<file path="config.mk">
export PLATFORM = sky130hd
export DESIGN_NAME = ec_scalar_mult_ctrl_flat
export DESIGN_NICKNAME = d
export VERILOG_FILES = /design/src/rtl/ec_scalar_mult_ctrl_if.sv /design/src/rtl/ec_scalar_mult_ctrl.sv /design/src/flat_wrapper.sv
export SDC_FILE = /design/constraint.sdc
export NUM_CORES = 1
export LEC_CHECK = 0
export CELL_PAD_IN_SITES_DETAIL_PLACEMENT = 2
export CELL_PAD_IN_SITES_GLOBAL_PLACEMENT = 2
export CORE_MARGIN = 1
export CORE_UTILIZATION = 37
export CTS_BUF_LIST = sky130_fd_sc_hd__clkbuf_2
export CTS_CLUSTER_SIZE = 28
export DETAILED_ROUTE_END_ITERATION = 8
export PLACE_DENSITY_LB_ADDON = 0.1
export SYNTH_ARGS = -nofsm -noshare
export SYNTH_HDL_FRONTEND = slang
export SYNTH_SLANG_ARGS = --single-unit
</file>
<file path="constraint.sdc">
create_clock -name clk -period 2.75 [get_ports clk]
set_input_delay 0.55 -clock clk [delete_from_list [all_inputs] [get_ports clk]]
set_output_delay 0.55 -clock clk [all_outputs]
set_load 0.005 [all_outputs]
</file>
<file path="src/rtl/ec_scalar_mult_ctrl_if.sv">
// Handshake bundle between the scalar-multiply sequencer, the top-level FSM and the point unit.
// The master side is the sequencer itself; the slave side is its environment.
interface ec_scalar_mult_ctrl_if #(
    parameter int KEY_W = 256
);
    logic             start;
    logic [KEY_W-1:0] scalar;
    logic             pu_start;
    logic             pu_op;
    logic             pu_done;
    logic             acc_init;
    logic             busy;
    logic             Done;
    logic             invalid_error;

    modport master (
        input  start, scalar, pu_done,
        output pu_start, pu_op, acc_init, busy, Done, invalid_error
    );

    modport slave (
        output start, scalar, pu_done,
        input  pu_start, pu_op, acc_init, busy, Done, invalid_error
    );
endinterface

</file>
<file path="src/rtl/ec_scalar_mult_ctrl.sv">
// Left-to-right double-and-add sequencer: range-checks k, then drives point-double/point-add
// commands over a start/done handshake with a per-command timeout.
module ec_scalar_mult_ctrl #(
    parameter int               KEY_W   = 256,
    parameter logic [KEY_W-1:0] GROUP_N = 256'hFFFFFFFFFFFFFFFFFFFFFFFFFFFFFFFEBAAEDCE6AF48A03BBFD25E8CD0364141,
    parameter int               TIMEOUT = 4096
) (
    input logic                   clk,
    input logic                   reset_n,
    ec_scalar_mult_ctrl_if.master bus
);
    localparam int               IDX_W    = $clog2(KEY_W);
    localparam int               TMO_W    = $clog2(TIMEOUT);
    localparam logic [IDX_W-1:0] IDX_TOP  = IDX_W'(KEY_W - 1);
    localparam logic [TMO_W-1:0] TMO_LAST = TMO_W'(TIMEOUT - 1);

    typedef enum logic [3:0] {
        S_IDLE,
        S_CHECK,
        S_SEEK,
        S_DBL,
        S_DBL_WAIT,
        S_ADD,
        S_ADD_WAIT,
        S_NEXT,
        S_FINISH
    } state_t;

    state_t           state_q, state_d;
    logic [KEY_W-1:0] k_q, k_d;
    logic [IDX_W-1:0] idx_q, idx_d;
    logic [TMO_W-1:0] tmo_q, tmo_d;
    logic             err_q, err_d;
    logic [TMO_W-1:0] tmo_inc;
    logic             tmo_hit;
    logic             cur_bit;
    logic             pu_start_c, pu_op_c, acc_init_c, done_c;

    // NOTE: sequential state uses non-blocking assignments only; all decisions live in the comb block.
    always_ff @(posedge clk or negedge reset_n) begin
        if (!reset_n) begin
            state_q <= S_IDLE;
            k_q     <= '0;
            idx_q   <= '0;
            tmo_q   <= '0;
            err_q   <= 1'b0;
        end else begin
            state_q <= state_d;
            k_q     <= k_d;
            idx_q   <= idx_d;
            tmo_q   <= tmo_d;
            err_q   <= err_d;
        end
    end

    // The abort fires on the cycle the counter would step onto TIMEOUT-1.
    assign tmo_inc = tmo_q + TMO_W'(1);
    assign tmo_hit = (tmo_inc == TMO_LAST);
    assign cur_bit = k_q[idx_q];

    // NOTE: every variable gets its default first, so no path can infer a latch.
    always_comb begin
        state_d    = state_q;
        k_d        = k_q;
        idx_d      = idx_q;
        tmo_d      = tmo_q;
        err_d      = err_q;
        pu_start_c = 1'b0;
        pu_op_c    = 1'b0;
        acc_init_c = 1'b0;
        done_c     = 1'b0;

        unique case (state_q)
            S_IDLE: begin
                if (bus.start) begin
                    k_d     = bus.scalar;
                    err_d   = 1'b0;
                    state_d = S_CHECK;
                end
            end
            S_CHECK: begin
                if (k_q == '0 || k_q >= GROUP_N) begin
                    err_d   = 1'b1;
                    state_d = S_IDLE;
                end else begin
                    idx_d   = IDX_TOP;
                    state_d = S_SEEK;
                end
            end
            S_SEEK: begin
                if (cur_bit) begin
                    acc_init_c = 1'b1;
                    if (idx_q == '0) begin
                        state_d = S_FINISH;
                    end else begin
                        idx_d   = idx_q - IDX_W'(1);
                        state_d = S_DBL;
                    end
                end else if (idx_q != '0) begin
                    idx_d = idx_q - IDX_W'(1);
                end else begin
                    state_d = S_IDLE;
                end
            end
            S_DBL: begin
                pu_start_c = 1'b1;
                tmo_d      = '0;
                state_d    = S_DBL_WAIT;
            end
            S_DBL_WAIT: begin
                if (bus.pu_done) begin
                    state_d = cur_bit ? S_ADD : S_NEXT;
                end else if (tmo_hit) begin
                    err_d   = 1'b1;
                    state_d = S_IDLE;
                end else begin
                    tmo_d = tmo_inc;
                end
            end
            S_ADD: begin
                pu_start_c = 1'b1;
                pu_op_c    = 1'b1;
                tmo_d      = '0;
                state_d    = S_ADD_WAIT;
            end
            S_ADD_WAIT: begin
                if (bus.pu_done) begin
                    state_d = S_NEXT;
                end else if (tmo_hit) begin
                    err_d   = 1'b1;
                    state_d = S_IDLE;
                end else begin
                    tmo_d = tmo_inc;
                end
            end
            S_NEXT: begin
                if (idx_q == '0) begin
                    state_d = S_FINISH;
                end else begin
                    idx_d   = idx_q - IDX_W'(1);
                    state_d = S_DBL;
                end
            end
            S_FINISH: begin
                done_c  = 1'b1;
                state_d = S_IDLE;
            end
            default: state_d = S_IDLE;
        endcase
    end

    assign bus.pu_start      = pu_start_c;
    assign bus.pu_op         = pu_op_c;
    assign bus.acc_init      = acc_init_c;
    assign bus.Done          = done_c;
    assign bus.busy          = (state_q != S_IDLE);
    assign bus.invalid_error = err_q;
endmodule

</file>
<file path="src/flat_wrapper.sv">
// flat-port wrapper written by rule: the top's interface ports become plain ports
module ec_scalar_mult_ctrl_flat 
#(
    parameter int               KEY_W   = 256,
    parameter logic [KEY_W-1:0] GROUP_N = 256'hFFFFFFFFFFFFFFFFFFFFFFFFFFFFFFFEBAAEDCE6AF48A03BBFD25E8CD0364141,
    parameter int               TIMEOUT = 4096
)
  (clk, reset_n, bus_start, bus_scalar, bus_pu_done, bus_pu_start, bus_pu_op, bus_acc_init, bus_busy, bus_Done, bus_invalid_error);
  ec_scalar_mult_ctrl_if #(.KEY_W(KEY_W)) bus_i ();
  input logic clk;
  input logic reset_n;
  input wire logic [$bits(bus_i.start)-1:0] bus_start;
  input wire logic [$bits(bus_i.scalar)-1:0] bus_scalar;
  input wire logic [$bits(bus_i.pu_done)-1:0] bus_pu_done;
  output wire logic [$bits(bus_i.pu_start)-1:0] bus_pu_start;
  output wire logic [$bits(bus_i.pu_op)-1:0] bus_pu_op;
  output wire logic [$bits(bus_i.acc_init)-1:0] bus_acc_init;
  output wire logic [$bits(bus_i.busy)-1:0] bus_busy;
  output wire logic [$bits(bus_i.Done)-1:0] bus_Done;
  output wire logic [$bits(bus_i.invalid_error)-1:0] bus_invalid_error;
  assign bus_i.start = bus_start;
  assign bus_i.scalar = bus_scalar;
  assign bus_i.pu_done = bus_pu_done;
  assign bus_pu_start = bus_i.pu_start;
  assign bus_pu_op = bus_i.pu_op;
  assign bus_acc_init = bus_i.acc_init;
  assign bus_busy = bus_i.busy;
  assign bus_Done = bus_i.Done;
  assign bus_invalid_error = bus_i.invalid_error;
  ec_scalar_mult_ctrl #(.KEY_W(KEY_W), .GROUP_N(GROUP_N), .TIMEOUT(TIMEOUT)) u_core (.clk(clk), .reset_n(reset_n), .bus(bus_i));
endmodule
</file>
* After elaboration in Yosys (flattened, before gate mapping)
Index checks and enable logic that the tools add are counted.
Storage, ports and cells: register bits 281, latch bits 0, RAM bits 0, ROM bits 0, input port bits 260, output and inout port bits 6, logic and storage cells 72, memories kept 0
Cells by class: $add $sub $neg 2, $mul 0, div/mod/pow operators 0, magnitude comparators 2, equal/unequal tests 17, shifts and indexed selects 0, multiplexer cells 30, bitwise logic cells 0, reductions and logical operators 16
Operators by type and width (count):
- 256-bit greater-or-equal comparator (second input constant) | 1
- 256-bit zero test | 1
- 8-bit 2-to-1 mux | 4
- 4-bit one-hot mux with 8 select lines | 1
- 4-bit 2-to-1 mux | 7
- 12-bit 2-to-1 mux | 2
- 12-bit one-hot mux with 2 select lines | 1
- 8-bit one-hot mux with 3 select lines | 1
- 4-bit by 3-bit == test with 1-bit output (second input constant) | 4
- 12-bit by 1-bit adder with 12-bit output (second input constant) | 1
- 12-bit == test (second input constant) | 1
- 1-bit 2-to-1 mux | 10
- 8-bit by 9-bit < comparator with 1-bit output (second input constant) | 1
- 1-bit binary-select mux with 8-bit select | 1
- 4-bit by 2-bit == test with 1-bit output (second input constant) | 2
- 8-bit zero test | 1
- 2-bit != test (second input constant) | 4
- 8-bit nonzero test | 1
- 8-bit by 1-bit subtractor with 8-bit output (second input constant) | 1
- 3-bit AND reduction | 2
- 3-bit nonzero test | 2
- 5-bit AND reduction | 1
- 4-bit by 1-bit == test with 1-bit output (second input constant) | 1
- 4-bit == test (second input constant) | 1
- other kinds (11) | 15

* Depth between registers and ports, before layout
Gate-level depths: netlist (run 1).
word-level depth 5, mapped depth 12, gate-level depth less buffers 9

* Worst setup path after synthesis (run 1)
OpenSTA, ideal clock, no wires.
path kind flip-flop to output port, start point register u_core.idx_q[0], end point output bus_acc_init, arrival time 2.029 ns, required time 2.200 ns, slack 0.171 ns, stages on the path, launching flop included 9, path buffers 3, cell sequence dfrtp_1 buf_6 buf_12 buf_6 mux4_2 a22oi_1 nand4_1 nor4_2 nor4_1
On the way: cells in the longest elaborated chain, start to end 4
RTL lines:
- start, declared | RTL line ec_scalar_mult_ctrl.sv:31 | logic [IDX_W-1:0] idx_q, idx_d;
- start signal, assigned | RTL line ec_scalar_mult_ctrl.sv:50 | idx_q <= idx_d;
- 1-bit binary-select mux with 8-bit select | RTL line ec_scalar_mult_ctrl.sv:59 | assign cur_bit = k_q[idx_q];
- 1-bit 2-to-1 mux (implied by the code) | RTL line ec_scalar_mult_ctrl.sv:59
- 1-bit 2-to-1 mux | RTL line ec_scalar_mult_ctrl.sv:91 | if (cur_bit) begin
- 1-bit 2-to-1 mux | RTL line ec_scalar_mult_ctrl.sv:73 | unique case (state_q)
- end, declared | RTL line flat_wrapper.sv:17 | output wire logic [$bits(bus_i.acc_init)-1:0] bus_acc_init;
No other way between the ends. The select of a mux whose other input is x is not followed.

* Worst setup path in the final report (run 1)
start point register u_core.idx_q[3], end point output bus_acc_init
The elaborated chain is that of the path after synthesis.

==> results of run 1 <==
## timing repair
action,in CTS,in global routing
endpoints found under the setup margin,17,24
resized for setup,63,86
cloned,4,0
setup buffers,20,11
hold endpoints to repair,281,0
hold buffers,3,0
pin swaps,12,23
## worst min-delay path by stage
stage          depth (start not counted)            start                  endpoint  slack, ns
2_1_floorplan                          0          reset_n  u_core.bus.invalid_error       0.25
3_3_place_gp                           1          reset_n           u_core.k_q[202]       0.47
3_5_place_dp                           1          reset_n           u_core.k_q[194]       0.48
4_1_cts                                2  bus_scalar[136]           u_core.k_q[136]       0.05
5_1_grt                                2    bus_scalar[9]             u_core.k_q[9]        0.1
6_report                               2   bus_scalar[88]            u_core.k_q[88]       0.11
## stage by stage
step / TNS (ns) / hold slack [ns]
3_5_place_dp: -3.01 / 0.476
4_1_cts: -3.79 / 0.0465
2_1_floorplan: 0 / 0.254
5_1_grt: -5.88 / 0.0996
3_3_place_gp: -2.04 / 0.472
6_report: -5.98 / 0.112
## per-layer routing
| metal | track usage [%] | up-vias |
|---|---|---|
| li1 | - | 5689 |
| met1 | 44.1 | 7476 |
| met4 | 19.1 | 2 |
| met2 | 62.7 | 898 |
| met3 | 7.71 | 327 |
| met5 | 0 | - |
## area by class of cell
cell class,instances,share of cell area (%)
multi-input combinational,787,35.5
tap,518,3.00
clock buffer,115,2.67
inverter,11,0.191
antenna,2,0.0232
clock inverter,26,0.725
sequential,281,32.7
timing repair buffer,580,25.2
## sequential cells by signal (all words and copies together) (netlist names)
| signal | flops |
|---|---|
| u_core.bus.invalid_error | 1 |
| u_core.state_q | 4 |
| u_core.idx_q | 8 |
| u_core.tmo_q | 12 |
| u_core.k_q | 256 |
## logic make-up after synthesis
family / count (synthesis) / synth area share (%)
mux: 344 / 30.5
simple gates: 319 / 12.4
flops: 281 / 48.5
compound gates: 115 / 5.67
buf+inv: 69 / 2.30
xor+xnor: 5 / 0.302
fa+ha+maj: 4 / 0.345
## cells in the mapped netlist, types with 10 or more instances
cell type	count	area (um2)
dfrtp_1	281	7030
mux2_2	258	2910
nor4_1	74	463
nand4_1	67	419
nand2_1	41	154
mux4_2	39	878
mux2i_1	37	370
nand3_1	36	180
clkbuf_1	34	128
nor2_1	30	113
o21ai_0	21	105
a22oi_1	19	143
a21oi_1	15	75.1
nor3_1	14	70.1
and3_1	12	75.1
inv_1	10	37.5
mux4_1	10	263
nand2b_1	10	62.6
## power by group through the flow
stage	combinational (uW)	clock, uW	sequential, uW
6_report	14400	3580	9120
5_1_grt	14800	3770	9090
4_1_cts	12600	3430	8460
3_5_place_dp	11500	0	8520
3_3_place_gp	10900	0	8340
2_1_floorplan	6050	0	7580
==> metrics.md, run 1 <==
| Metric | Value |
|---|---|
| RSZ-0062 raised after global routing | yes |
| Layout cell share with drive strength beyond 1 | 46.6% |
| Mapped Area | 0.0145 mm2 |
| Worst path cell trace | buf_4 > nor3_1 > buf_4 > nand3_1 > nand4_1 > nor4_4 > buf_4 > nor4_4 > buf_2 |
| Met3 WL post-DR | 5820 um |
| Die W | 200 um |
| Die height | 200 um |
| Setup ws final | -1.52 ns |
| Initial Utilization | 37.5% |
| Worst slew margin | 41.8% |
| DRC marker count from the first detailed-route iteration | 1225 |
| Bufs and invs on worst path | 4 |
| Worst setup path endpoint | bus_acc_init |
| Antenna violations before repair | 3 |
| Critical path startpoint | u_core.idx_q[3] |
| Seq pwr share | 33.7% |
| Final Non-Filler Cells | 2320 |
| Most frequent cells in the layout | buf_4, dfrtp_1, clkdlybuf4s50_1 |
| Status | finished, violations left |
| Multi-input logic area | 0.00766 mm2 |
| CP max stage cell | nor3_1 |
| Die area | 0.0400 mm2 |
| R2r endpoint | u_core.idx_q[1] |
| Wirelength per Cell | 34.7 um |
| FF-to-FF path depth | 13 |
| Placer Congestion | 0.890 |
| Design Area, Final | 0.0216 mm2 |
| Clock buffer depth | 3 |
| Pin count of the biggest net entering global routing | 60 |
| # DRC | 0 |
| CP most frequent cell | buf_4 |
| Total power | 27100 uW |
| Initial DRT Pass Iterations | 5 |
| Clock Latency Late Sink | 1.06 ns |
| R2R Setup Slk | -0.70 ns |
| Max Clock Skew | 0.0918 ns |
| Leak | 0.00929 uW |
| Asr flop ratio synth | 100% |
| WS Path Type | reg -> out |
| Final hold violations | 0 |
| Syn Inst Count | 1137 |
| Register area | 0.00705 mm2 |
| Synth cell types | 69 |
| Boundary pin count | 266 |
| Clock Power Share | 13.2% |
| Crit path required time | 2.20 ns |
| Area of placed instances | 0.0198 mm2 |
| EDFF count, synth | 0 |
| Final setup viols | 13 |
| M1 WL | 30100 um |
| Internal | 14900 uW |
| Primary FF master, synth | dfrtp_1 |
| RR Startpoint | u_core.idx_q[3] |
| Max-cap viol count | 0 |
| Fin crit share | 155% |
| Combinational Power Share | 53.1% |
| Commonest non-fill, non-tap cell in the layout | buf_4 |
| Final Max Tran Viols | 0 |
| Fillers | 3608 |
| Pwr Density | 1260 mW/mm2 |
| CP startpoint kind | flip-flop |
| Worst vdd ir | 0.424 mV |
| Fin util | 55.8% |
| H-tree depth | 3 |
| Critical path peak fanout | 5 |
| Metal2 WL | 39800 um |
| Syn nets | 1401 |
| Area grow syn2layout | 48.7% |
| Grt total ovfl | 0 |
| Top Layer Used | met5 |
| Failing checks | setup timing |
| Clock-pin slew on the worst setup and hold paths | 0.14 ns |
| Core Region | 0.0386 mm2 |
| Clock root buffer | clkbuf_2 |
| Synth Register Bits | 281 |
| Sink Count | 281 |
| Number of port buffers | 265 |
| Switching share of power | 44.9% |
| Placed cell count | 2141 |
| Dpl hpwl | 46800 um |
| Register area share after synthesis | 48.5% |
| Family with the most delay on the worst path | simple AND/OR/NAND/NOR gates |
| Worst slew pin tran | 0.866 ns |
| Post-place setup slack | -0.779 ns |
| Syn. warnings | 0 |
| CTS tree | yes |
| P_sw | 12200 uW |
| Crit-path max cell delay | 0.67 ns |
| GRT Total Usage | 36.9% |
| Vias per inst | 6.20 |
| Vias in the first global route | 16000 |
| Syn Area/Cell | 12.8 um2 |
| Crit path arrival time | 3.72 ns |
| Fin nets | 2006 |
| First-pass GRT wire length | 107000 um |
| FP Rows | 72 |
| Final ANT Viol Nets | 0 |
| Via count | 14400 |
| WP depth | 9 |
| CP Capture Type | output pin |
| F_max | 234 MHz |
| Final WL | 80500 um |
| Post-layout min period | 4.27 ns |
| Worst hold path type | in -> reg |
| CTS buffer count | 81 |
(Power assumes the default switching activity.)
==> run 2: changes to the inputs <==
--- a/config.mk
+++ b/config.mk
@@ -12,7 +12,7 @@
 export CTS_BUF_LIST = sky130_fd_sc_hd__clkbuf_2
 export CTS_CLUSTER_SIZE = 28
 export DETAILED_ROUTE_END_ITERATION = 8
-export PLACE_DENSITY_LB_ADDON = 0.1
+export PLACE_DENSITY = 0.92
 export SYNTH_ARGS = -nofsm -noshare
 export SYNTH_HDL_FRONTEND = slang
 export SYNTH_SLANG_ARGS = --single-unit
==> metrics.md, run 2 <==
| Metric | Value |
|---|---|
| Syn nets | 1401 |
| Number of port buffers | 265 |
| Register area share after synthesis | 48.5% |
| Sink Count | 281 |
| Syn Area/Cell | 12.8 um2 |
| H-tree depth | 3 |
| Antenna violations before repair | 20 |
| Top cell type's share of synthesized area | 48.5% |
| FP Rows | 72 |
| Mapped Area | 0.0145 mm2 |
| Primary FF master, synth | dfrtp_1 |
| Largest area contributor in the netlist | dfrtp_1 |
| Cell with the most instances after synthesis | dfrtp_1 |
| Syn. warnings | 0 |
| EDFF count, synth | 0 |
| Pin count of the biggest net entering global routing | 65 |
| Failing step | 5_1_grt |
| Grt total ovfl | 45 |
| CTS buffer count | 81 |
| Synth cell types | 69 |
| Die height | 200 um |
| Commonest cells post-synth | dfrtp_1, mux2_2, nor4_1, nand4_1, nand2_1 |
| Placer Congestion | 0.947 |
| Placed cell count | 2164 |
| Post-place setup slack | -0.862 ns |
| Halt Reason | [ERROR GRT-0232] Routing congestion too high. Check the congestion heatmap in the GUI. |
| Area of placed instances | 0.0200 mm2 |
| Dpl hpwl | 58800 um |
| Clock buffer depth | 3 |
| Worst endpoint type | top-level output |
| GRT Total Usage | 70.3% |
| Worst Endpoint after GRT Repair | bus_acc_init |
| Top cells by area, synth | dfrtp_1, mux2_2, mux4_2 |
| Die W | 200 um |
| Boundary pin count | 266 |
| Syn Inst Count | 1137 |
| Initial Utilization | 37.5% |
| Status | aborted with a tool error |
| Synth Register Bits | 281 |
| Clock root buffer | clkbuf_2 |
| Asr flop ratio synth | 100% |
==> run 2: cell counts after synthesis <==
No cell type changed its count.
==> run 2: cells by family after synthesis <==
| group | share of synthesized area [%] |
|---|---|
| buffers and inverters | 2.30 |
| muxes | 30.5 |
| and+or+nand+nor | 12.4 |
| adders and majority gates | 0.345 |
| AOI/OAI and AO/OA | 5.67 |
| xor gates and xnor gates | 0.302 |
| DFF | 48.5 |
==> run 2: timing repair <==
item,4_1_cts
pin swaps,43
gates cloned,2
gates resized for setup,143
endpoints found under the hold margin,233
hold buffers,1
endpoints found under the setup margin,17
setup buffers,34
==> run 2: routing by layer <==
metal	global-route usage [%]	overflow
met5	12.5	0
met4	76.6	31
met3	52.5	3
met2	89.4	11
met1	68.4	0
==> run 2: per-stage QoR <==
stage               utilization, %  hold WS, ns  setup TNS (ns)
floorplan                        -        0.254               0
global placement              51.8        0.461           -2.20
detailed placement            51.8        0.489           -6.51
CTS                           56.0       0.0109           -6.91
==> run 3: changes to the inputs <==
==> config.mk (replaced) <==
export PLATFORM = sky130hd
export DESIGN_NAME = ec_scalar_mult_ctrl_flat
export DESIGN_NICKNAME = d
export VERILOG_FILES = /design/src/rtl/ec_scalar_mult_ctrl_if.sv /design/src/rtl/ec_scalar_mult_ctrl.sv /design/src/flat_wrapper.sv
export SDC_FILE = /design/constraint.sdc
export NUM_CORES = 1
export LEC_CHECK = 0
export CORE_MARGIN = 1
export CORE_UTILIZATION = 25
export DETAILED_ROUTE_END_ITERATION = 8
export PLACE_DENSITY_LB_ADDON = 0.15
export SYNTH_ARGS = -nofsm -noshare
export SYNTH_HDL_FRONTEND = slang
export SYNTH_SLANG_ARGS = --single-unit
==> metrics.md, run 3 (synthesis gave the netlist of run 1 again) <==
| Metric | Value |
|---|---|
| Status | finished, violations left |
| Failing checks | setup timing |
| Max FFs per register | 256 |
| Setup ws final | -0.793 ns |
| CP Capture Type | output pin |
| Vias in the first global route | 13200 |
| Combinational Power Share | 50.2% |
| Antenna violations before repair | 0 |
| CP most frequent cell | buf_6 |
| DRC marker count from the first detailed-route iteration | 664 |
| Fin crit share | 129% |
| CTS buffer count | 36 |
| Crit path required time | 2.20 ns |
| Clock root buffer | clkbuf_16 |
| Switching share of power | 35.8% |
| CP max stage cell | dfrtp_4 |
| Crit-path max cell delay | 0.51 ns |
| Worst vdd ir | 0.469 mV |
| Most frequent cells in the layout | buf_4, dfrtp_1, clkdlybuf4s50_1 |
| Die W | 243 um |
| Sink Count | 281 |
| Final Max Tran Viols | 0 |
| Max-cap viol count | 0 |
| Top reg by flops | u_core.k_q |
| # DRC | 0 |
| Clock Power Share | 18.0% |
| Number of port buffers | 265 |
| Worst path cell trace | buf_12 > buf_6 > buf_6 > mux4_2 > mux2i_2 > o22ai_2 > nor4_2 > buf_4 > a32o_2 > nor4_4 > buf_6 |
| First-pass GRT wire length | 84800 um |
| Diodes inserted | 0 |
| RSZ-0062 raised after global routing | yes |
| Via count | 12200 |
| Fin nets | 1984 |
| Leak | 0.00934 uW |
| Initial DRT Pass Iterations | 5 |
| Grt total ovfl | 0 |
| Final Non-Filler Cells | 2500 |
| Clock-pin slew on the worst setup and hold paths | 0.06 ns |
| Fin util | 39.2% |
| Dpl hpwl | 44100 um |
| Core Region | 0.0568 mm2 |
| Commonest non-fill, non-tap cell in the layout | buf_4 |
| Area grow syn2layout | 53.6% |
| CTS tree | yes |
| Worst hold path type | reg -> reg |
| Pin count of the biggest net entering global routing | 65 |
| GRT Total Usage | 19.2% |
| Wirelength per Cell | 22.6 um |
| Post-place setup slack | -0.892 ns |
| Boundary pin count | 266 |
| Fin Hold WS | 0.484 ns |
| Worst slew margin | 57.8% |
| Layout cell share with drive strength beyond 1 | 44.4% |
| Max Clock Skew | 0.0244 ns |
| Crit path arrival time | 2.99 ns |
| Total power | 25500 uW |
| Initial Utilization | 25.5% |
| WS Path Type | reg -> out |
| FP Rows | 87 |
| Placer Congestion | 0.883 |
| Seq pwr share | 31.7% |
| Internal | 16300 uW |
| Clock Latency Late Sink | 0.55 ns |
| CP startpoint kind | flip-flop |
| Pwr Density | 1140 mW/mm2 |
| F_max | 282 MHz |
| Final setup viols | 10 |
| Worst slew pin tran | 0.634 ns |
| Die height | 243 um |
| P_sw | 9110 uW |
| Final hold violations | 0 |
| Clock buffer depth | 3 |
| Largest regs | u_core.k_q x256, u_core.tmo_q x12, u_core.idx_q x8 |
| Critical path peak fanout | 4 |
| H-tree depth | 2 |
| Placed cell count | 2418 |
| Final ANT Viol Nets | 0 |
| Post-layout min period | 3.54 ns |
| Vias per inst | 4.89 |
| Final WL | 56500 um |
| Die area | 0.0590 mm2 |
==> run 3: final cells by class <==
type | count | area [um2]
inverters | 11 | 41.3
repair buffers | 603 | 5570
clock buffers | 48 | 1020
clock inverters | 14 | 115
well taps | 756 | 946
flip-flops and latches | 281 | 7040
fillers | 5515 | 34500
multi-input cells | 787 | 7550
==> run 3: per-stage QoR <==
stage | TNS (ns) | cell area (um2)
after floorplan | 0 | 14500
after global placement | -4.90 | 20400
after detailed placement | -4.79 | 20400
after CTS | -2.93 | 22000
after global routing | -3.20 | 22300
final | -1.89 | 22300
==> run 3: path summary, 6_finish.rpt <==
| check | from | end | slack, ns | cells past startpoint |
|---|---|---|---|---|
| max in group asynchronous | reset_n | u_core.k_q[5] | 1.40 | 3 |
| setup / recovery | u_core.idx_q[0] | bus_acc_init | -0.79 | 11 |
| hold / removal | u_core.tmo_q[11] | u_core.tmo_q[11] | 0.48 | 1 |
| min in group asynchronous | reset_n | u_core.k_q[110] | 0.56 | 2 |
| setup reg to reg | u_core.idx_q[0] | u_core.idx_q[6] | -0.21 | 13 |
| hold reg to reg | u_core.tmo_q[11] | u_core.tmo_q[11] | 0.48 | 1 |
==> run 3: power groups by stage <==
stage	clock [uW]	sequential (uW)	combinational, uW
after detailed placement	0	8130	11600
final	4590	8080	12800
after floorplan	0	7580	6050
after global placement	0	8230	11400
after CTS	4730	8080	12300
after global routing	4900	8320	13800
==> run 3: repair_timing <==
| action | in CTS | in global routing |
|---|---|---|
| pin swaps | 29 | 36 |
| hold buffers | 1 | 0 |
| gates resized for setup | 67 | 45 |
| setup endpoints to repair | 14 | 14 |
| endpoints found under the hold margin | 4 | 0 |
| gates cloned | 2 | 1 |
| buffers inserted | 14 | 8 |
==> run 3: routing by layer <==
| layer | part of all wire, % | GRT usage, % | wire length, um | up-vias |
|---|---|---|---|---|
| li1 | - | - | - | 5634 |
| met1 | 45 | 25.8 | 25400 | 6220 |
| met2 | 49 | 32.1 | 27600 | 329 |
| met3 | 4.2 | 2.75 | 2350 | 52 |
| met4 | 2.0 | 5.12 | 1100 | 0 |
| met5 | 0 | 0 | 0 | - |
==> run 3: worst max-delay path, delay by kind of cell (launching register included) <==
kind	cells	cell delay, ns
simple gates	2	0.37
compound gates	2	0.45
flops	1	0.51
buf+inv	5	0.69
mux	2	0.40
